<file path="src/rtl/risc_pkg.sv">
// rtl/risc_pkg.sv - shared opcode, state, select-code and field-slice constants for the 16-bit RISC core
package risc_pkg;

    localparam logic [3:0] OP_LOAD  = 4'h0;
    localparam logic [3:0] OP_STORE = 4'h1;
    localparam logic [3:0] OP_ADD   = 4'h2;
    localparam logic [3:0] OP_LDI   = 4'h3;
    localparam logic [3:0] OP_SUB   = 4'h4;
    localparam logic [3:0] OP_JMPZ  = 4'h5;

    localparam logic [2:0] S_INIT   = 3'd0;
    localparam logic [2:0] S_FETCH  = 3'd1;
    localparam logic [2:0] S_DECODE = 3'd2;
    localparam logic [2:0] S_LOAD   = 3'd3;
    localparam logic [2:0] S_STORE  = 3'd4;
    localparam logic [2:0] S_ALU    = 3'd5;
    localparam logic [2:0] S_LDI    = 3'd6;
    localparam logic [2:0] S_JMPZ   = 3'd7;

    localparam logic [2:0] ALU_PASS = 3'b000;
    localparam logic [2:0] ALU_ADD  = 3'b001;
    localparam logic [2:0] ALU_SUB  = 3'b010;

    localparam logic [1:0] WR_SEL_ALU = 2'b00;
    localparam logic [1:0] WR_SEL_MEM = 2'b01;
    localparam logic [1:0] WR_SEL_IMM = 2'b10;

    localparam int OP_HI = 15;
    localparam int RA_HI = 11;
    localparam int RA_LO = 8;
    localparam int RB_HI = 7;
    localparam int RB_LO = 4;
    localparam int RC_HI = 3;
    localparam int RC_LO = 0;
    localparam int D_HI  = 7;
    localparam int D_LO  = 0;

endpackage

</file>
<file path="src/rtl/risc_ir.sv">
// rtl/risc_ir.sv - 16-bit instruction register with async active-low clear and load enable
module risc_ir (
    input  logic        clk,
    input  logic        reset,
    input  logic        ld,
    input  logic [15:0] d,
    output logic [15:0] q
);

    always_ff @(posedge clk or negedge reset) begin
        if (!reset)
            q <= 16'h0000;
        else if (ld)
            q <= d;
    end

endmodule

</file>
<file path="src/rtl/risc_control_unit.sv">
// rtl/risc_control_unit.sv - multi-cycle fetch/decode/execute controller driving the RISC datapath
module risc_control_unit
    import risc_pkg::*;
#(
    parameter int OPC_W  = 4,
    parameter int ADDR_W = 8
) (
    input  logic              clk,
    input  logic              reset,
    input  logic [15:0]       mem_out,
    input  logic              rp_zero,
    output logic [15:0]       instruction,
    output logic [2:0]        state,
    output logic [2:0]        alu_sel,
    output logic [1:0]        rf_wr_sel,
    output logic              mem_addr_sel,
    output logic              rf_Rp_rd,
    output logic              rf_Rq_rd,
    output logic              rf_wr,
    output logic              mem_rd,
    output logic              mem_wr,
    output logic [3:0]        rf_addr_Rp,
    output logic [3:0]        rf_addr_Rq,
    output logic [3:0]        rf_addr_Wr,
    output logic [ADDR_W-1:0] D_addr,
    output logic [ADDR_W-1:0] immediate,
    output logic              IR_ld,
    output logic              PC_inc,
    output logic              PC_clr,
    output logic              PC_ld
);

    logic [2:0]       next_state;
    logic [OPC_W-1:0] op;
    logic [3:0]       ra, rb, rc;

    risc_ir u_ir (
        .clk   (clk),
        .reset (reset),
        .ld    (IR_ld),
        .d     (mem_out),
        .q     (instruction)
    );

    assign op        = instruction[OP_HI -: OPC_W];
    assign ra        = instruction[RA_HI:RA_LO];
    assign rb        = instruction[RB_HI:RB_LO];
    assign rc        = instruction[RC_HI:RC_LO];
    assign D_addr    = instruction[D_HI:D_LO];
    assign immediate = instruction[D_HI:D_LO];

    always_ff @(posedge clk or negedge reset) begin
        if (!reset)
            state <= S_INIT;
        else
            state <= next_state;
    end

    always_comb begin
        next_state = S_FETCH;
        case (state)
            S_INIT:  next_state = S_FETCH;
            S_FETCH: next_state = S_DECODE;
            S_DECODE: begin
                case (op)
                    OP_LOAD:        next_state = S_LOAD;
                    OP_STORE:       next_state = S_STORE;
                    OP_ADD, OP_SUB: next_state = S_ALU;
                    OP_LDI:         next_state = S_LDI;
                    OP_JMPZ:        next_state = S_JMPZ;
                    default:        next_state = S_FETCH;
                endcase
            end
            default: next_state = S_FETCH;
        endcase
    end

    // Register addresses stay zero outside the states that use them so the RF sees clean selects.
    always_comb begin
        alu_sel      = ALU_PASS;
        rf_wr_sel    = WR_SEL_ALU;
        mem_addr_sel = 1'b0;
        rf_Rp_rd     = 1'b0;
        rf_Rq_rd     = 1'b0;
        rf_wr        = 1'b0;
        mem_rd       = 1'b0;
        mem_wr       = 1'b0;
        rf_addr_Rp   = 4'h0;
        rf_addr_Rq   = 4'h0;
        rf_addr_Wr   = 4'h0;
        IR_ld        = 1'b0;
        PC_inc       = 1'b0;
        PC_clr       = 1'b0;
        PC_ld        = 1'b0;
        case (state)
            S_INIT: PC_clr = 1'b1;
            S_FETCH: begin
                mem_rd = 1'b1;
                IR_ld  = 1'b1;
                PC_inc = 1'b1;
            end
            S_LOAD: begin
                mem_addr_sel = 1'b1;
                mem_rd       = 1'b1;
                rf_wr        = 1'b1;
                rf_wr_sel    = WR_SEL_MEM;
                rf_addr_Wr   = ra;
            end
            S_STORE: begin
                mem_addr_sel = 1'b1;
                mem_wr       = 1'b1;
                rf_Rp_rd     = 1'b1;
                rf_addr_Rp   = ra;
            end
            S_ALU: begin
                rf_Rp_rd   = 1'b1;
                rf_Rq_rd   = 1'b1;
                rf_addr_Rp = rb;
                rf_addr_Rq = rc;
                rf_addr_Wr = ra;
                rf_wr      = 1'b1;
                rf_wr_sel  = WR_SEL_ALU;
                alu_sel    = (op == OP_SUB) ? ALU_SUB : ALU_ADD;
            end
            S_LDI: begin
                rf_wr      = 1'b1;
                rf_wr_sel  = WR_SEL_IMM;
                rf_addr_Wr = ra;
            end
            S_JMPZ: begin
                // PC already points past the JMPZ, so the datapath adds the offset to it directly.
                rf_Rp_rd   = 1'b1;
                rf_addr_Rp = ra;
                PC_ld      = rp_zero;
            end
            default: ;
        endcase
    end

endmodule

</file>
<file path="config.mk">
export PLATFORM = sky130hd
export DESIGN_NAME = risc_control_unit
export DESIGN_NICKNAME = d
export VERILOG_FILES = /design/src/rtl/risc_pkg.sv /design/src/rtl/risc_ir.sv /design/src/rtl/risc_control_unit.sv
export SDC_FILE = /design/constraint.sdc
export NUM_CORES = 1
export LEC_CHECK = 0
export CAP_MARGIN = 25
export CORE_MARGIN = 1
export CORE_UTILIZATION = 35
export DETAILED_ROUTE_END_ITERATION = 8
export PLACE_DENSITY = 0.79
export SETUP_SLACK_MARGIN = 0.4
export SYNTH_ARGS = -nofsm -noshare
export SYNTH_HDL_FRONTEND = slang
export SYNTH_SLANG_ARGS = --single-unit
</file>
<file path="constraint.sdc">
create_clock -name clk -period 1.8 [get_ports clk]
set_input_delay 0.27 -clock clk [delete_from_list [all_inputs] [get_ports clk]]
set_output_delay 0.27 -clock clk [all_outputs]
set_load 0.05 [all_outputs]
</file>
==> results of run 1 <==
[registers in the layout, indices dropped and copies added (netlist names)]
signal  cells
state       3
u_ir.q     16
[stage by stage]
step	area, µm²	utilization (%)	setup TNS, ps	std cells
final	2630	78.8	-571	249
after global routing	2630	78.8	-1340	249
after CTS	2520	75.6	-548	243
after detailed placement	2230	66.9	0	219
after global placement	2230	66.9	0	219
after floorplan	1350	-	-481	111
[worst reg2reg max path, delay by kind of cell (launching register included)]
kind / cells / cell delay [ps]
buffers and inverters: 4 / 560
flip-flops: 1 / 540
multiplexers: 1 / 290
AND/OR/NAND/NOR: 2 / 170
[routing by layer]
metal / up-vias / GRT usage [%]
met5: - / 0
met4: 0 / 10.4
met3: 10 / 2.52
met2: 59 / 36.8
met1: 571 / 24.9
li1: 543 / -
[logic make-up after synthesis]
| group | Yosys count | share of synthesized area (%) |
|---|---|---|
| xor+xnor | 2 | 1.43 |
| buf+inv | 26 | 15.0 |
| other cells | 1 | 0.307 |
| mux | 20 | 20.8 |
| simple gates | 34 | 17.7 |
| compound gates | 9 | 5.84 |
| flops | 19 | 38.9 |
[area by class of cell]
cell class / count / area (µm²)
clock buffer: 4 / 26.3
fill: 208 / 708
inverter: 3 / 11.3
multi-input combinational: 66 / 743
sequential: 19 / 487
tap: 46 / 57.6
timing repair buffer: 111 / 1300
[path summary, 6_finish.rpt]
path                                  from             to  slack (ps)  cells past startpoint
worst max-delay path              state[0]  rf_addr_Rp[1]         -80                      5
worst min-delay path                 reset      u_ir.q[6]         300                      2
worst max register to register    state[0]      u_ir.q[1]         130                      7
worst min register to register  u_ir.q[14]       state[2]         610                      1
max in group asynchronous            reset       state[0]        1280                      2
min in group clk                mem_out[5]      u_ir.q[5]         580                      2
[what timing repair did]
| item | 4_1_cts | 5_1_grt |
|---|---|---|
| pin swaps | 7 | 8 |
| setup buffers | 19 | 6 |
| gates resized for setup | 28 | 14 |
| endpoints found under the setup margin | 44 | 47 |
| cloned | 1 | 0 |
[synthesized netlist by cell type (all sizes together)]
library cell | number | area share, %
buf | 22 | 14
dfrtp | 19 | 39
mux2 | 16 | 18
and2 | 7 | 3.6
nor2 | 6 | 3.2
nor2b | 5 | 2.6
mux2i | 4 | 3.3
nand3 | 4 | 1.6
nor3 | 4 | 1.6
o21a | 4 | 2.5
inv | 3 | 0.92
a21oi | 2 | 1.1
nand2b | 2 | 1.6
xor2 | 2 | 1.4
a211oi | 1 | 1.0
and3b | 1 | 0.72
and4 | 1 | 0.72
clkbuf | 1 | 0.31
conb | 1 | 0.31
nand2 | 1 | 0.31
nor4b | 1 | 0.72
o22ai | 1 | 0.51
o41ai | 1 | 0.72
or2 | 1 | 0.51
or3 | 1 | 0.51
[cell usage in the layout (no fill, tap or decap), types with 2 or more instances in the layout]
cell type and count:
dfrtp_2 6, nor2_2 4, nand3_1 4, clkdlybuf4s50_1 18, dfrtp_1 12, buf_6 14
mux2_4 9, and2_4 7, buf_8 2, o21a_1 4, clkbuf_4 3, buf_4 49
nand2b_4 2, nor2b_4 5, mux2i_1 4, mux2_2 7, buf_12 27, nor3_4 3
inv_2 2
==> metrics, run 1 <==
status=finished with violations; violated checks=setup timing; Clk Latency, worst-skew pair=300 ps; WS Path Type=reg2out; CP peak stage delay=540 ps; DRT Wirelength=3870 µm; vias in the first global route=1,173; period utilisation layout=104%; Die ar.=0.00373 mm²; Final min period=1880 ps; core area=0.00334 mm²; DP HPWL=2530 µm; crit-path cells=buf_6 > mux2i_1 > o21a_1 > nor2_2 > buf_12; DIE WIDTH=61.1 µm; drt wl/cell=15.6 µm; initial antenna violation count=0; final hold vios=0; WL met1=1490 µm; metal3 WL=195 µm; CTS Hold Bufs=0; Setup WS pre-CTS=154 ps; Critical Path AT=1610 ps; Starting Density=36.6%; syn_area_per_cell=11.0 µm²; crit path max-delay cell type=dfrtp_4; clk sinks=19; GP Congestion=0.721; TritonCTS buffer count=3; crit end category=output pin; FP Rows=21; Post-DRT Antenna Nets=0; Critical Path Source Type=flip-flop; share of layout cells above drive strength 1=75.9%; library cells used by synthesis=31; Root Driver=clkbuf_4; Buf/Inv on CP=2; Slew Viols, Final=0; Max Used Layer=met4; required time worst endpoint=1530 ps; # H-tree levels=1; DR vias=1,183; met2 routed WL=2080 µm; Residual DRC=0; CP max FO=7; Seq/Total Area, Yosys=38.9%; Detailed Route Iter0 Violations=28; Worst Hold Slack=297 ps; warnings from Yosys=0; Inserted Diodes=0; Mapped Area=0.00122 mm²; cell family with most CP delay=flip-flops; Synth-to-Final Area Change=115%; GRT Util Overall=20.8%; remaining global-route overflow=0; Max Clock Skew=0.507 ps; Max-Cap Viols=0; Worst-path clk slew=110 ps; first-pass GRT wire length=5510 µm; Via density=4.75; Post-Synthesis Cells=111; net total in the final layout=223; first-pass detailed-route iteration total=4; Mapped Nets=130; # port buffers=79; # IOs=81; Yosys reg bits=19; setup ws final=-76.1 ps; CTS tree=built; Hold Crit Class=in2async; Die H=61.1 µm; Final Setup Violations=14; clock tree buffer depth=2; largest net degree at the start of global routing=20; Fmax achieved=533 MHz; RSZ-0062 raised after global routing=true
Power of run 1 is not shown: default switching activity piles up to over one toggle a cycle in this logic, so the estimate is an artifact.
==> run 2, diff against run 1 <==
SLEW_MARGIN = 20   (was not set)
==> results of run 2 <==
Same layout as run 1: the final DEF is identical, and so are final timing and power.
Power of run 2 is left out for the same reason.
